[src/rtl/gsr_pkg.sv]
// Shared state encoding and default parameter values for the global set/reset controller.
package gsr_pkg;

   typedef enum logic [1:0] {
      ST_RESET = 2'd0,
      ST_HOLD  = 2'd1,
      ST_RUN   = 2'd2
   } state_t;

   localparam int DEF_SYNC_STAGES   = 2;
   localparam int DEF_FILTER_CYCLES = 4;
   localparam int DEF_HOLD_CYCLES   = 16;
   localparam int DEF_CNT_W         = 8;

endpackage

[src/rtl/gsr_sync.sv]
// N-flop synchroniser for an active-low asynchronous request; resets to the inactive level (1).
module gsr_sync #(
   parameter int STAGES = 2
) (
   input  logic clk,
   input  logic rst_n,
   input  logic d,
   output logic q
);

   logic [STAGES-1:0] ff;

   always_ff @(posedge clk or negedge rst_n) begin
      if (!rst_n) begin
         ff <= '1;
      end else begin
         ff <= {ff[STAGES-2:0], d};
      end
   end

   assign q = ff[STAGES-1];

endmodule

[src/rtl/gsr_ctrl.sv]
// Global set/reset controller: merges I_RESETN with a filtered GSRI request and drives a
// stretched, registered active-low reset, plus sticky cause flags and an event counter.
//
// state    | meaning
// ---------+---------------------------------------------------------
// ST_RESET | a reset source is active, O_GSRN held low
// ST_HOLD  | sources released, counting HOLD_CYCLES before release
// ST_RUN   | O_GSRN high, normal operation
module gsr_ctrl
   import gsr_pkg::*;
#(
   parameter int SYNC_STAGES   = DEF_SYNC_STAGES,
   parameter int FILTER_CYCLES = DEF_FILTER_CYCLES,
   parameter int HOLD_CYCLES   = DEF_HOLD_CYCLES,
   parameter int CNT_W         = DEF_CNT_W
) (
   input  logic             I_CLK,
   input  logic             I_RESETN,
   input  logic             GSRI,
   input  logic             I_CAUSE_CLR,
   output logic             O_GSRN,
   output logic [1:0]       O_STATE,
   output logic [1:0]       O_CAUSE,
   output logic [CNT_W-1:0] O_EVT_CNT
);

   localparam int FCNT_W = $clog2(FILTER_CYCLES + 1);
   localparam int HCNT_W = (HOLD_CYCLES > 1) ? $clog2(HOLD_CYCLES) : 1;
   localparam logic [FCNT_W-1:0] FCNT_MAX  = FCNT_W'(FILTER_CYCLES);
   localparam logic [HCNT_W-1:0] HCNT_LAST = HCNT_W'(HOLD_CYCLES - 1);

   logic              gs;
   logic [FCNT_W-1:0] fcnt;
   logic              req;
   logic              req_d;
   logic              evt_rise;

   state_t            state_q, state_d;
   logic              gsrn_q, gsrn_d;
   logic [HCNT_W-1:0] hcnt_q, hcnt_d;
   logic [1:0]        cause_q;
   logic [CNT_W-1:0]  evt_q;

   gsr_sync #(
      .STAGES (SYNC_STAGES)
   ) u_sync (
      .clk   (I_CLK),
      .rst_n (I_RESETN),
      .d     (GSRI),
      .q     (gs)
   );

   // Saturating run-length of low samples; a request is accepted only once it reaches the limit.
   always_ff @(posedge I_CLK or negedge I_RESETN) begin
      if (!I_RESETN) begin
         fcnt <= '0;
      end else if (gs) begin
         fcnt <= '0;
      end else if (fcnt != FCNT_MAX) begin
         fcnt <= fcnt + 1'b1;
      end
   end

   assign req = (fcnt == FCNT_MAX);

   always_ff @(posedge I_CLK or negedge I_RESETN) begin
      if (!I_RESETN) begin
         state_q <= ST_RESET;
         gsrn_q  <= 1'b0;
         hcnt_q  <= '0;
      end else begin
         state_q <= state_d;
         gsrn_q  <= gsrn_d;
         hcnt_q  <= hcnt_d;
      end
   end

   always_comb begin
      state_d = state_q;
      gsrn_d  = gsrn_q;
      hcnt_d  = hcnt_q;
      case (state_q)
         ST_RESET: begin
            gsrn_d = 1'b0;
            if (!req) begin
               state_d = ST_HOLD;
               hcnt_d  = '0;
            end
         end
         ST_HOLD: begin
            gsrn_d = 1'b0;
            if (req) begin
               state_d = ST_RESET;
            end else if (hcnt_q == HCNT_LAST) begin
               state_d = ST_RUN;
               gsrn_d  = 1'b1;
            end else begin
               hcnt_d = hcnt_q + 1'b1;
            end
         end
         ST_RUN: begin
            gsrn_d = 1'b1;
            if (req) begin
               state_d = ST_RESET;
               gsrn_d  = 1'b0;
            end
         end
         default: begin
            state_d = ST_RESET;
            gsrn_d  = 1'b0;
         end
      endcase
   end

   assign evt_rise = req & ~req_d;

   // Cause bit1 set takes priority over a coincident clear.
   always_ff @(posedge I_CLK or negedge I_RESETN) begin
      if (!I_RESETN) begin
         req_d   <= 1'b0;
         cause_q <= 2'b01;
         evt_q   <= '0;
      end else begin
         req_d <= req;
         if (I_CAUSE_CLR) begin
            cause_q[0] <= 1'b0;
         end
         if (evt_rise) begin
            cause_q[1] <= 1'b1;
         end else if (I_CAUSE_CLR) begin
            cause_q[1] <= 1'b0;
         end
         if (evt_rise && (evt_q != '1)) begin
            evt_q <= evt_q + 1'b1;
         end
      end
   end

   assign O_GSRN    = gsrn_q;
   assign O_STATE   = state_q;
   assign O_CAUSE   = cause_q;
   assign O_EVT_CNT = evt_q;

endmodule

[config.mk]
export PLATFORM = sky130hd
export DESIGN_NAME = gsr_ctrl
export DESIGN_NICKNAME = d
export VERILOG_FILES = /design/src/rtl/gsr_pkg.sv /design/src/rtl/gsr_sync.sv /design/src/rtl/gsr_ctrl.sv
export SDC_FILE = /design/constraint.sdc
export NUM_CORES = 1
export LEC_CHECK = 0
export ABC_AREA = 1
export BUFFER_PORTS_ARGS = -buffer_cell sky130_fd_sc_hd__buf_2
export CORE_ASPECT_RATIO = 2
export CORE_MARGIN = 4
export CORE_UTILIZATION = 30
export DETAILED_ROUTE_END_ITERATION = 10
export GPL_TIMING_DRIVEN = 0
export PLACE_DENSITY = 0.53
export SETUP_SLACK_MARGIN = 0.15
export SKIP_LAST_GASP = 1
export SLEW_MARGIN = 20
export SYNTH_ARGS = -nofsm -noshare
export SYNTH_HDL_FRONTEND = slang
export SYNTH_HIERARCHICAL = 1
export SYNTH_SLANG_ARGS = --single-unit
[constraint.sdc]
create_clock -name I_CLK -period 2 [get_ports I_CLK]
set_input_delay 0.2 -clock I_CLK [delete_from_list [all_inputs] [get_ports I_CLK]]
set_output_delay 0.2 -clock I_CLK [all_outputs]
set_load 0.005 [all_outputs]
# Word-level counts from Yosys, hierarchy flattened
# Cells that the tools add are included.
word_totals:
  inputBits: 4
  wordCells: 49
  out_inout_bits: 13
  ff_bits: 23
classes:
  n_eq_ne: 11
  reduce_logical: 7
  add_sub_neg: 3
  bitwise_logic: 2
  mux: 17
ops:
  columns: ["op", "n"]
  rows:
  - ["2-to-1 mux 4 bit", 3]
  - ["adder 8 x 1 -> 8 bit (second input constant)", 1]
  - ["2-to-1 mux 2 bit", 4]
  - ["inequality test 2 bit (second input constant)", 4]
  - ["inequality test 8 bit (second input constant)", 1]
  - ["case mux 4 bit (2 select lines)", 1]
  - ["2-to-1 mux 3 bit", 2]
  - ["inequality test 3 bit (second input constant)", 2]
  - ["case mux 2 bit (3 select lines)", 1]
  - ["nonzero test 2 bit", 3]
  - ["2-to-1 mux 1 bit", 5]
  - ["adder 4 x 1 -> 4 bit (second input constant)", 1]
  - ["equality test 4 bit (second input constant)", 1]
  - ["AND reduction 4 bit", 1]
  - ["adder 3 x 1 -> 3 bit (second input constant)", 1]
  - ["equality test 3 bit (second input constant)", 1]
  - ["AND reduction 3 bit", 1]
  - ["equality test 2 x 1 -> 1 bit (second input constant)", 1]
  - ["equality test 2 bit (second input constant)", 1]
  - ["zero test 2 bit", 1]
  - ["case mux 1 bit (2 select lines)", 1]
  - ["bitwise AND 1 bit", 1]
  - ["logical AND 1 bit", 1]
  - ["inverter 1 bit", 1]

# Depth between registers and ports, before layout
# Gate-level depths: netlist of run 1.
depth:
  word_depth: 4
  ltp_mapped: 9

# Hierarchy
# The synthesis of run 1 kept the hierarchy.
modules_own_cells:
  columns: ["module", "seq_area_each_um2", "cells_per_inst", "area_each_um2", "n_inst"]
  rows:
  - ["gsr_ctrl", 526.8, 147, 1191.1, 1]
  - ["gsr_sync", 52.6, 2, 52.6, 1]

# Least setup slack after synthesis of run 1
# No wires, ideal clock.
synth_path:
  path_type: "flip-flop to flip-flop"
  from: "register fcnt[0]"
  to: "register evt_q[6], in the netlist O_EVT_CNT[6]"
  path_stages_with_launch: 8
  path_slack_ns: 0.767
  synth_period_minus_slack_ns: 1.233
  path_buffers: 0
  t_arrival_ns: 1.120
  cell_sequence: "dfrtp_1 inv_1 ha_1 nand2_4 nor2_4 nand4_1 nand2_1 inv_1"
synth_via:
  elab_chain_len: 3
synth_rtl:
  columns: ["element", "line_no", "source"]
  rows:
  - ["start, declared", "gsr_ctrl.sv:33", "logic [FCNT_W-1:0] fcnt;"]
  - ["start signal, assigned", "gsr_ctrl.sv:60", "fcnt <= fcnt + 1'b1;"]
  - ["equality test 3 bit", "gsr_ctrl.sv:64", "assign req = (fcnt == FCNT_MAX);"]
  - ["bitwise AND 1 bit", "gsr_ctrl.sv:115", "assign evt_rise = req & ~req_d;"]
  - ["logical AND 1 bit", "gsr_ctrl.sv:133", "if (evt_rise && (evt_q != '1)) begin"]
  - ["end signal, assigned", "gsr_ctrl.sv:134", "evt_q <= evt_q + 1'b1;"]
  - ["end, declared", "gsr_ctrl.sv:42", "logic [CNT_W-1:0] evt_q;"]
# No other way between the ends.
# A chain may end at the register's enable or synchronous reset.

# Worst setup path in the final report of run 1
layout_path:
  from: "register state_q[1], in the netlist O_STATE[1]"
  to: "register hcnt_q[2]"
layout_via:
  elab_chain_len: 3
  elab_cells_between_ends: 8
  cone_classes: "eq/ne: 4; mux: 1; reduce/logical: 3"
layout_rtl:
  columns: ["element", "line_no", "source"]
  rows:
  - ["start, declared", "gsr_ctrl.sv:38", "state_t state_q, state_d;"]
  - ["start signal, assigned", "gsr_ctrl.sv:72", "state_q <= state_d;"]
  - ["equality test 2 x 1 -> 1 bit / zero test 2 bit (equally long branches)", "gsr_ctrl.sv:82", "case (state_q)"]
  - ["inequality test 2 bit (no source line) / nonzero test 2 bit (equally long branches)", null, null]
  - ["AND reduction 4 bit (no source line)", null, null]
  - ["end signal, assigned", "gsr_ctrl.sv:74", "hcnt_q <= hcnt_d;"]
  - ["end, declared", "gsr_ctrl.sv:40", "logic [HCNT_W-1:0] hcnt_q, hcnt_d;"]
# Several ways; a longest one is shown, not always the timed one.

==> results.md, run 1 <==
* Sw Ratio at around 39%
* Detail Route Antenna Nets at 0
* Fraction of the mapped netlist area in compound gates at roughly 3.0%
* Total CTS buffers at 3
* Syn Nets at 160
* RSZ-0062 raised after global routing: no
* Pre-CTS WS at ~0.59 ns
* Count leader, synth: nand2_1
* Share of layout cells above drive strength 1 at about a fifth
* Metal2 WL at approximately 1400 um
* Uppermost routed layer: met4
* Sw power at about 0.59 mW
* Aggregate global-route resource usage at about a tenth
* Mapped Cells at between 100 and 150
* Slack of the critical path at 0.5834 ns
* Relative slew slack at 65.03%
* GR Overflow Total at 0
* Post-layout min period at around 1.4 ns
* Post-synth top cells: nand2_1 (42), inv_1 (21), dfrtp_1 (20), nand3_1 (20)
* Die H at a little under 100 um
* Post-Route M1 WL at 864 um
* Hold_ws at 0.03364 ns
* Hold wc startpoint: GSRI
* Root buffer cell: clkbuf_8
* DR pass1 iterations at 2
* Max-Cap Viols at 0
* Avg Cell Area, Syn at ~8.3 sq um
* Die Area at 5302 sq um
* First-pass GRT wire length at between 4000 and 5000 um
* PD cells at approximately 1100 nW/um^2
* Fmax at approximately 710 MHz
* Initial Util at around a third
* Met3 WL post-DR at 89 um
* Total wire length after detailed routing at roughly 2400 um
* WP data arrival at approximately 1.6 ns
* Comb pwr share at 37.3%
* Hold WC Path Type: primary input to flip-flop
* Main combinational cell family by area after synthesis: simple AND/OR/NAND/NOR gates
* Multiplexer area fraction after synthesis at 0%
* DR vias at 1,007
* Post-synth EDFFs at 0
* Sequential Power Share at between 40% and 50%
* Status: completed
* Iteration-0 DRC Markers at 5
* Max FO, Critical Path at 5
* Max rail drop VDD at about 0.36 mV
* Initial antenna violation count at 0
* Crit end category: flip-flop
* R2R Path Start: O_STATE[1]$_DFFE_PN0P_
* GP Congestion at ~0.76
* Largest net degree at the start of global routing at 24
* Nets@finish at around 180
* Post-synthesis register bit count at 23
* Clk pwr share at between 10% and 20%
* Post-route DRC at 0
* Period Utilization, post-route at between 70% and 80%
* Synth cell types at 20
* Vias in the first global route at 1,039
* CTS sink cnt at 23
* Area share of the largest cell type after synthesis at between 40% and 50%
* TritonCTS clock tree: yes
* Buffers inserted by post-CTS timing repair at 0
* Antenna diodes at 0
* Io pins at 17
* IO buf count at 16
* Core area at between 3000 and 4000 sq um
* H-tree Lvls at 1
* Leakage at approximately 0.76 nW
* CP Class: flip-flop to flip-flop
* CP startpoint kind: flip-flop
* Final hold vios at 0
* Seq/Total Area, Yosys at 46.58%
* Worst EP required at about 2.2 ns
* Cell taking the most area after synthesis: dfrtp_1
* Clk slew on worst S/H paths at 0.09 ns
* Critical path launch point: O_STATE[1]$_DFFE_PN0P_
* Ranking of synthesized cells by area: dfrtp_1 (40%), nand2_1 (13%), nand3_1 (8.0%), ha_1 (7.0%), dfstp_2 (6.3%)
* Ys Warns at 6
* Internal Power at a little over 0.9 mW
* Post-synth top flop: dfrtp_1
* Die width at between 50 and 60 um
* Slew Viols, Final at 0
* Synth Area in Simple Gates at a little over a third
* Syn-to-layout area delta at 16.00%
* Post-Synth Adder-Cell Area at just over 7%
* Clk_lat worst skew at 0.26 ns
* Synthesized cell area at roughly 1200 sq um
* Final setup fails at 0
* Maximum root-to-sink buffer count at 2
* # rows at 32
* Post-DR vias/cell at 4.557
* Synth Area in XOR/XNOR at under 10%
* Routed len/inst at about 11 um
* Async SR Flop Fraction at between 90% and 100%
* Clk_skew at slightly above 0.005 ns
* Post-route setup TNS at 0 ns
* Actual slew at the worst max-slew pin at between 0.5 and 0.6 ns
* HPWL Detailed at approximately 1900 um
==> through the flow <==
step | cell area, sq um | util, % | std cells | power, mW
3_3_place_gp | 1388 | 35.36 | 216 | 1.237
5_1_grt | 1443 | 36.77 | 221 | 1.662
4_1_cts | 1443 | 36.77 | 221 | 1.555
2_1_floorplan | 1244 | - | 149 | 1.079
6_report | 1443 | 36.77 | 221 | 1.526
3_5_place_dp | 1388 | 35.36 | 216 | 1.256
==> routing by layer <==
metal  track usage (%)  vias up
met5                 0        -
met2             20.44       13
met3             1.513        2
met4             3.543        0
met1             10.62      481
li1                  -      511
==> area by class of cell <==
type	instances	area (sq um)
plain buffers	1	7.507
clock buffers	4	45.04
fillers	443	2481
inverters	22	82.58
multi-input cells	103	574.3
flip-flops and latches	23	579.3
well taps	51	63.81
repair buffers	17	90.09
==> flip-flops by register name, summed over array words and instances (netlist names) <==
signal / flops
req_d: 1
hcnt_q: 4
O_GSRN: 1
O_CAUSE: 2
u_sync/ff: 2
fcnt: 3
O_STATE: 2
O_EVT_CNT: 8
==> cells in the final DEF, fill, tap and decap left out <==
master	n
o21ai_0	5
dfstp_2	3
dfrtp_1	20
ha_1	7
nand2_2	2
nor2_2	1
nand2_1	42
nor3_1	1
inv_2	1
clkbuf_8	3
buf_2	16
o21ai_1	1
nand3b_1	1
nor2_1	7
dlygate4sd3_1	1
buf_4	1
xnor2_1	2
inv_1	21
nand4_1	6
nand2_4	4
clkbuf_1	1
nand3_1	20
a21boi_0	1
nor2_4	3
==> kinds of logic after synthesis <==
logic type               Yosys count
flip-flops                        23
adder cells (fa/ha/maj)            7
AND/OR/NAND/NOR                   87
XOR/XNOR                           2
buffers and inverters             23
AO/OA/AOI/OAI                      7
==> power by group through the flow <==
stage	clock (mW)	sequential [mW]	combinational [mW]
final	0.291	0.666	0.569
after global routing	0.319	0.680	0.664
after CTS	0.304	0.666	0.585
after detailed placement	0	0.675	0.580
after global placement	0	0.671	0.566
after floorplan	0	0.665	0.413
==> repair_timing <==
item                                   4_1_cts  5_1_grt
gates resized for setup                      0        0
endpoints found under the hold margin       20        0
hold buffers                                 1        0
==> path summary, 6_finish.rpt <==
kind,cells past startpoint,slack [ns],end
min in group asynchronous,2,0.44,O_EVT_CNT[1]$_DFFE_PN0P_
max in group asynchronous,2,1.19,u_sync/ff[0]$_DFF_PN1_
worst max register to register,7,0.58,hcnt_q[2]$_DFFE_PN0P_
worst min register to register,0,0.36,u_sync/ff[1]$_DFF_PN1_
worst max-delay path,7,0.58,hcnt_q[2]$_DFFE_PN0P_
worst min-delay path,1,0.03,u_sync/ff[0]$_DFF_PN1_
==> worst max-delay path, cell delays in order (launching register included) <==
cell and delay (ns):
dfrtp_1 0.40, inv_1 0.08, ha_1 0.20, inv_1 0.18
nand3_1 0.23, nand2_2 0.17, nand2_1 0.06, nand2_1 0.05
Note: power is estimated with default switching activity, not from simulation.
==> inputs of run 2 (changes only) <==
==> constraint.sdc (replaced) <==
create_clock -name I_CLK -period 1.4 [get_ports I_CLK]
set_input_delay 0.14 -clock I_CLK [delete_from_list [all_inputs] [get_ports I_CLK]]
set_output_delay 0.14 -clock I_CLK [all_outputs]
set_load 0.005 [all_outputs]
==> run 2 against run 1 <==
Via count grew 6.0%. Critical endpoint is now O_EVT_CNT[3]$_DFFE_PN0P_. Maximum frequency grew 12%. Largest power group is now combinational cells. Sequential share of layout area down 4.4 points. Setup slack got worse by 0.44 ns. Global-route usage is 0.36 points higher. First-iteration DRC count rose to 3.2 times the previous value. Power rose by 67%. Critical path depth unchanged. Critical path type unchanged. Final cell count grew 6.3%. Utilization increased by 4.6 points. Sequential cell count unchanged. Clock power up 45%.
==> results.md, run 2 (synthesized netlist as in run 1, its figures left out) <==
* Final Core Density at 41.36% (+4.6 points)
* Relative slew slack at 65.13% (+0.10 points)
* Max rail drop VDD at 0.5449 mV (+53%)
* Initial Util at 31.70% (unchanged)
* Max-Cap Viols at 0 (unchanged)
* Hold EP: u_sync/ff[1]$_DFF_PN1_
* Syn-to-layout area delta at 30.48%
* Post-layout min period at 1.261 ns (-0.1554 ns)
* Period Utilization, post-route at 90.08% (+19 points)
* R2R Path Start: fcnt[0]$_DFFE_PN0P_
* Initial antenna violation count at 0 (unchanged)
* Fin cells at 235 (+6.3%)
* Pre-CTS WS at -0.01246 ns (-0.6000 ns)
* Aggregate global-route resource usage at 10.92% (+0.36 points)
* Total wire length after detailed routing at 2577 um (+7.2%)
* PD cells at 1571 nW/um^2 (+48%)
* Dpl cells at 216 (unchanged)
* Die H at 99.06 um (unchanged)
* Max FO, Critical Path at 7 (+2)
* Final setup fails at 0 (unchanged)
* Hold_ws at 0.3577 ns (+0.3241 ns)
* IO buf count at 16 (unchanged)
* Uppermost routed layer: met4
* Post-DR vias/cell at 4.540 (-0.35%)
* Slowest stage delay, CP at 0.40 ns (about the same)
* Antenna diodes at 0 (unchanged)
* Metal2 WL at 1503 um (+5.0%)
* Crit end category: flip-flop
* Hold WC Path Type: flip-flop to flip-flop
* Status: completed
* First-pass GRT wire length at 4485 um (+2.9%)
* CP Class: flip-flop to flip-flop
* Die Area at 5302 sq um (unchanged)
* Worst EP required at 1.61 ns (-0.60 ns)
* Max reg flops at 8 (unchanged)
* DR pass1 iterations at 4 (+2)
* Fin area at 1623 sq um (+12%)
* CP cell instances: inv_2 > ha_4 > nand2_8 > nor2_4 > buf_6 > nand3_1 > nand2_1
* TritonCTS clock tree: yes
* Final hold vios at 0 (unchanged)
* Met3 WL post-DR at 103 um (+16%)
* Post-Route M1 WL at 940 um (+8.8%)
* Largest net degree at the start of global routing at 24 (unchanged)
* HPWL Detailed at 1919 um (unchanged)
* Total CTS buffers at 3 (unchanged)
* CP startpoint kind: flip-flop
* GP Congestion at 0.7616 (unchanged)
* WP data arrival at 1.47 ns (-0.15 ns)
* Vias in the first global route at 1,080 (+3.9%)
* Post-DP Area at 1388 sq um (unchanged)
* Post-route setup TNS at 0 ns (unchanged)
* Post-route DRC at 0 (unchanged)
* Hold wc startpoint: u_sync/ff[0]$_DFF_PN1_
* Slowest cell on crit path: dfrtp_1
* Most frequent cells in the layout: nand2_1 (41), dfrtp_1 (19), nand3_1 (18)
* Commonest non-fill, non-tap cell in the layout: nand2_1
* Routed len/inst at 10.97 um (+0.81%)
* Actual slew at the worst max-slew pin at 0.5230 ns (-0.001516 ns)
* # rows at 32 (unchanged)
* R2r setup slk at 0.14 ns (-0.44 ns)
* Root buffer cell: clkbuf_8
* Hold Path Cell Cnt at 0 (-1)
* Maximum root-to-sink buffer count at 2 (unchanged)
* Share of layout cells above drive strength 1 at 33.15% (+13 points)
* GR Overflow Total at 0 (unchanged)
* Clk slew on worst S/H paths at 0.08 ns (about the same)
* Slew Viols, Final at 0 (unchanged)
* Nets@finish at 196 (+7.7%)
* Leakage at 0.8257 nW (+8.2%)
* Reg2reg path depth at 7 (unchanged)
* Io pins at 17 (unchanged)
* CTS sink cnt at 23 (unchanged)
* Clk_skew at 0.003235 ns (-0.001935 ns)
* Die width at 53.53 um (unchanged)
* Fmax at 792.9 MHz (+12%)
* H-tree Lvls at 1 (unchanged)
* Detail Route Antenna Nets at 0 (unchanged)
* Slack of the critical path at 0.1388 ns (-0.4446 ns)
* Core area at 3924 sq um (unchanged)
* Total power at 2.549 mW (+67%)
* Reg2reg end: O_EVT_CNT[3]$_DFFE_PN0P_
* RSZ-0062 raised after global routing: yes
* Iteration-0 DRC Markers at 16 (+11)
* Clk_lat worst skew at 0.26 ns (about the same)
* DR vias at 1,067 (+6.0%)
==> run 2: cell types whose count changed in the layout (fill, tap and decap cells not counted), moves of 2 or more <==
cell,before,now
inv_2,1,5
ha_4,0,2
buf_4,1,12
nand3_2,0,2
inv_1,21,16
ha_1,7,3
nand3_1,20,18
ha_2,0,2
dlygate4sd3_1,1,3
==> run 2: layout make-up <==
class	count	area, sq um
Timing Repair Buffer	31	203.9
Clock buffer	4	45.04
Inverter	22	85.08
Sequential cell	23	580.6
Multi-Input combinational cell	103	636.9
Fill cell	426	2301
Tap cell	51	63.81
Buffer	1	7.507
==> run 2: worst max-delay path by stage <==
stage                                      start                        to  slack [ns]  cells after the start
after floorplan              fcnt[0]$_DFFE_PN0P_  O_EVT_CNT[6]$_DFFE_PN0P_        0.17                      7
after global placement    O_STATE[1]$_DFFE_PN0P_     hcnt_q[2]$_DFFE_PN0P_        0.02                      7
after detailed placement  O_STATE[1]$_DFFE_PN0P_     hcnt_q[2]$_DFFE_PN0P_       -0.01                      7
after CTS                    fcnt[0]$_DFFE_PN0P_  O_EVT_CNT[6]$_DFFE_PN0P_        0.12                      7
after global routing         fcnt[0]$_DFFE_PN0P_  O_EVT_CNT[0]$_DFFE_PN0P_        0.05                      7
final                        fcnt[0]$_DFFE_PN0P_  O_EVT_CNT[3]$_DFFE_PN0P_        0.14                      7
==> run 2: power by group <==
group	total, mW	internal [mW]	switching, mW
Combinational	1.19	0.554	0.633
Sequential	0.941	0.816	0.125
Clock	0.421	0.203	0.218
==> run 2: metal layers <==
metal	global-route usage, %	up-vias
li1	-	542
met1	10.90	504
met2	21.29	17
met3	1.513	4
met4	3.543	0
met5	0	-
==> run 2: repair_timing <==
| action | 4_1_cts | 5_1_grt |
|---|---|---|
| pin swaps | 9 | 3 |
| gates cloned | 0 | 0 |
| setup endpoints to repair | 17 | 15 |
| gates resized for setup | 10 | 13 |
| endpoints found under the hold margin | 22 | 0 |
| setup buffers | 8 | 4 |
| hold buffers | 3 | 0 |
==> run 2: worst max-delay path: cells and delay by family, from the launching register on <==
kind / cells / cell delay, ns
flops: 1 / 0.40
fa+ha+maj: 1 / 0.16
buf+inv: 2 / 0.22
simple gates: 4 / 0.42
==> inputs of run 3 (changes only) <==
--- a/config.mk
+++ b/config.mk
@@ -5,14 +5,13 @@
 export SDC_FILE = /design/constraint.sdc
 export NUM_CORES = 1
 export LEC_CHECK = 0
-export ABC_AREA = 1
 export BUFFER_PORTS_ARGS = -buffer_cell sky130_fd_sc_hd__buf_2
 export CORE_ASPECT_RATIO = 2
 export CORE_MARGIN = 4
-export CORE_UTILIZATION = 30
+export CORE_UTILIZATION = 25
 export DETAILED_ROUTE_END_ITERATION = 10
 export GPL_TIMING_DRIVEN = 0
-export PLACE_DENSITY = 0.53
+export PLACE_DENSITY = 0.47
 export SETUP_SLACK_MARGIN = 0.15
 export SKIP_LAST_GASP = 1
 export SLEW_MARGIN = 20
==> run 3 against run 2 <==
Register-to-register slack worse by 0.26 ns. The flow now finishes with violations (negative setup slack). Worst hold slack improved by 0.0023 ns. Critical path type unchanged. Setup slack got worse by 0.26 ns. First-iteration DRC count down 56%. Critical path depth decreased by 1. Global-route usage fell by 0.79 points. Die area is 8.3% higher. Non-clock buffer count grew 9. Synthesized cell count fell by 26%. Via count down 9.7%.
==> results.md, run 3 <==
* Status: finished with violations
* Failing checks: negative setup slack
* Hold_ws at 0.3601 ns (+0.002350 ns)
* Avg Cell Area, Syn at 10.21 sq um (+22%)
* Core area at 4382 sq um (+12%)
* CP startpoint kind: flip-flop
* Met3 global-route usage at 1.739% (+0.23 points)
* Hold Path Cell Cnt at 0 (unchanged)
* Die H at 103.2 um (+4.2%)
* Fill count at 442 (+3.8%)
* DR pass1 iterations at 4 (unchanged)
* Worst EP required at 1.56 ns (-0.05 ns)
* Final hold vios at 0 (unchanged)
* First-pass GRT wire length at 4664 um (+4.0%)
* CP cell instances: inv_2 > ha_4 > nand2_8 > nor3_4 > and4_1 > mux2_4
* Die Area at 5741 sq um (+8.3%)
* Max rail drop VDD at 0.5150 mV (-5.5%)
* Reg2reg path depth at 6 (-1)
* Largest net degree at the start of global routing at 24 (unchanged)
* Maximum root-to-sink buffer count at 2 (unchanged)
* Max FO, Critical Path at 3 (-4)
* Die width at 55.62 um (+3.9%)
* Antenna diodes at 0 (unchanged)
* Reg2reg end: O_EVT_CNT[6]$_DFFE_PN0P_
* IO buf count at 16 (unchanged)
* Commonest non-fill, non-tap cell in the layout: buf_4
* Grt met1 use at 9.969% (-0.93 points)
* TritonCTS clock tree: yes
* Area share of the largest cell type after synthesis at 44.15% (+3.9 points)
* Crit end category: flip-flop
* Register area at 580.6 sq um (unchanged)
* Count leader, synth: dfrtp_1
* Ranking of synthesized cells by area: dfrtp_1 (44%), ha_1 (7.7%), dfstp_2 (7.0%), nand2_1 (5.0%), a21oi_1 (4.4%)
* Max reg flops at 8 (unchanged)
* Iteration-0 DRC Markers at 7 (-9)
* Share of layout cells above drive strength 1 at 46.10% (+13 points)
* H-tree Lvls at 1 (unchanged)
* Post-synth EDFFs at 0 (unchanged)
* Post-synth top cells: dfrtp_1 (20), nand2_1 (15), a21oi_1 (10)
* Nets@finish at 166 (-15%)
* Met2 Track Usage GR at 20.35% (-0.94 points)
* Mapped Cells at 111 (-26%)
* HPWL Detailed at 1821 um (-5.1%)
* Clk_lat worst skew at 0.26 ns (about the same)
* Cell taking the most area after synthesis: dfrtp_1
* Actual slew at the worst max-slew pin at 0.5446 ns (+0.02157 ns)
* Relative slew slack at 63.69% (-1.4 points)
* Routed len/inst at 13.09 um (+19%)
* PD cells at 1421 nW/um^2 (-9.5%)
* Syn-to-layout area delta at 44.26%
* Async SR Flop Fraction at 100.0% (unchanged)
* Final setup fails at 4 (+4)
* Initial Util at 25.87% (-5.8 points)
* GR Overflow Total at 0 (unchanged)
* Post-synthesis register bit count at 23 (unchanged)
* Post-DR vias/cell at 4.630 (+2.0%)
* Period Utilization, post-route at 108.7% (+19 points)
* DR vias at 963 (-9.7%)
* Max-Cap Viols at 0 (unchanged)
* GP Congestion at 0.7115 (-6.6%)
* Total CTS buffers at 3 (unchanged)
* Most frequent cells in the layout: buf_4 (20), dfrtp_1 (19), buf_2 (16)
* Hold EP: u_sync/ff[1]$_DFF_PN1_
* Post-route setup TNS at -0.3661 ns (-0.3661 ns)
* Post-DP Area at 1313 sq um (-5.4%)
* Layer with the highest usage: met2
* Slack of the critical path at -0.1223 ns (-0.2611 ns)
* Io pins at 17 (unchanged)
* Slowest stage delay, CP at 0.40 ns (about the same)
* Root buffer cell: clkbuf_8
* # rows at 34 (+6.3%)
* R2r setup slk at -0.12 ns (-0.26 ns)
* Fmax at 656.9 MHz (-17%)
* Synth cell types at 32 (+60%)
* Hold wc startpoint: u_sync/ff[0]$_DFF_PN1_
* Seq/Total Area, Yosys at 51.10% (+4.5 points)
* Clk slew on worst S/H paths at 0.09 ns (about the same)
* RSZ-0062 raised after global routing: yes
* Post-route DRC at 0 (unchanged)
* Area occupied by multi-input gates at 621.8 sq um (-2.4%)
* Ys Warns at 6 (unchanged)
* Detail Route Antenna Nets at 0 (unchanged)
* WP data arrival at 1.68 ns (+0.21 ns)
* Aggregate global-route resource usage at 10.13% (-0.79 points)
* Slew Viols, Final at 0 (unchanged)
* Initial antenna violation count at 0 (unchanged)
* Syn Nets at 122 (-24%)
* CP Class: flip-flop to flip-flop
* R2R Path Start: fcnt[0]$_DFFE_PN0P_
* Total wire length after detailed routing at 2722 um (+5.6%)
* Post-layout min period at 1.522 ns (+0.2611 ns)
* Vias in the first global route at 1,046 (-3.1%)
* Synthesized cell area at 1134 sq um (-8.9%)
* Fin area at 1635 sq um (+0.77%)
* Slowest cell on crit path: dfrtp_1
* Leakage at 0.8166 nW (-1.1%)
* Post-synth top flop: dfrtp_1
* CTS sink cnt at 23 (unchanged)
* Hold WC Path Type: flip-flop to flip-flop
* Clk_skew at 0.003881 ns (+0.0006462 ns)
[run 3: final cells by class]
cell class              instances  share of cell area (%)
multi-input cells              78                   38.03
flip-flops and latches         23                   35.50
repair buffers                 39                   15.91
well taps                      54                   4.132
clock buffers                   3                   2.525
inverters                       8                   1.836
plain buffers                   2                   1.760
clock inverters                 1                  0.3060
[run 3: worst max path at each step]
stage	to	slack, ns	cells after the start	startpoint
detailed placement	O_EVT_CNT[6]$_DFFE_PN0P_	-0.21	5	O_EVT_CNT[0]$_DFFE_PN0P_
finish	O_EVT_CNT[6]$_DFFE_PN0P_	-0.12	6	fcnt[0]$_DFFE_PN0P_
global route	O_EVT_CNT[6]$_DFFE_PN0P_	-0.19	6	fcnt[0]$_DFFE_PN0P_
floorplan	O_EVT_CNT[6]$_DFFE_PN0P_	-0.09	5	O_EVT_CNT[0]$_DFFE_PN0P_
global placement	O_EVT_CNT[6]$_DFFE_PN0P_	-0.21	5	O_EVT_CNT[0]$_DFFE_PN0P_
CTS	O_EVT_CNT[7]$_DFFE_PN0P_	-0.11	6	fcnt[1]$_DFFE_PN0P_
[run 3: report_power, final]
group	switching, mW	total [mW]	internal, mW
clock	0.218	0.416	0.199
combinational	0.466	0.995	0.528
sequential	0.121	0.913	0.792
total	0.805	2.32	1.52
[run 3: repair_timing]
item,in CTS,in global routing
endpoints found under the hold margin,22,0
pin swaps,8,6
setup buffers,15,5
endpoints found under the setup margin,16,17
gates resized for setup,20,7
hold buffers,3,0
[run 3: metrics by stage]
step | cells | util (%) | power [mW] | worst slack [ns]
floorplan | 111 | - | 1.393 | -0.08576
global placement | 181 | 29.95 | 1.572 | -0.2071
detailed placement | 181 | 29.95 | 1.616 | -0.2052
CTS | 203 | 35.78 | 2.309 | -0.1119
global route | 208 | 37.32 | 2.517 | -0.1922
finish | 208 | 37.32 | 2.324 | -0.1223
[run 3: kinds of logic after synthesis]
logic type | Yosys count | share of synthesized area, %
mux | 4 | 3.863
flops | 23 | 51.10
buf+inv | 10 | 3.421
simple gates | 42 | 19.87
xor+xnor | 5 | 3.864
fa+ha+maj | 7 | 7.726
compound gates | 20 | 10.15
[run 3: critical path, delay by kind of cell, from the launching register on]
kind / cells / cell delay (ns)
AND/OR/NAND/NOR: 3 / 0.44
multiplexers: 1 / 0.30
adder cells (fa/ha/maj): 1 / 0.17
flip-flops: 1 / 0.40
buffers and inverters: 1 / 0.09
[run 3: layer usage]
layer,vias up,wire length [um]
li1,467,-
met1,482,992
met2,12,1625
met3,2,78
met4,0,25
met5,-,0
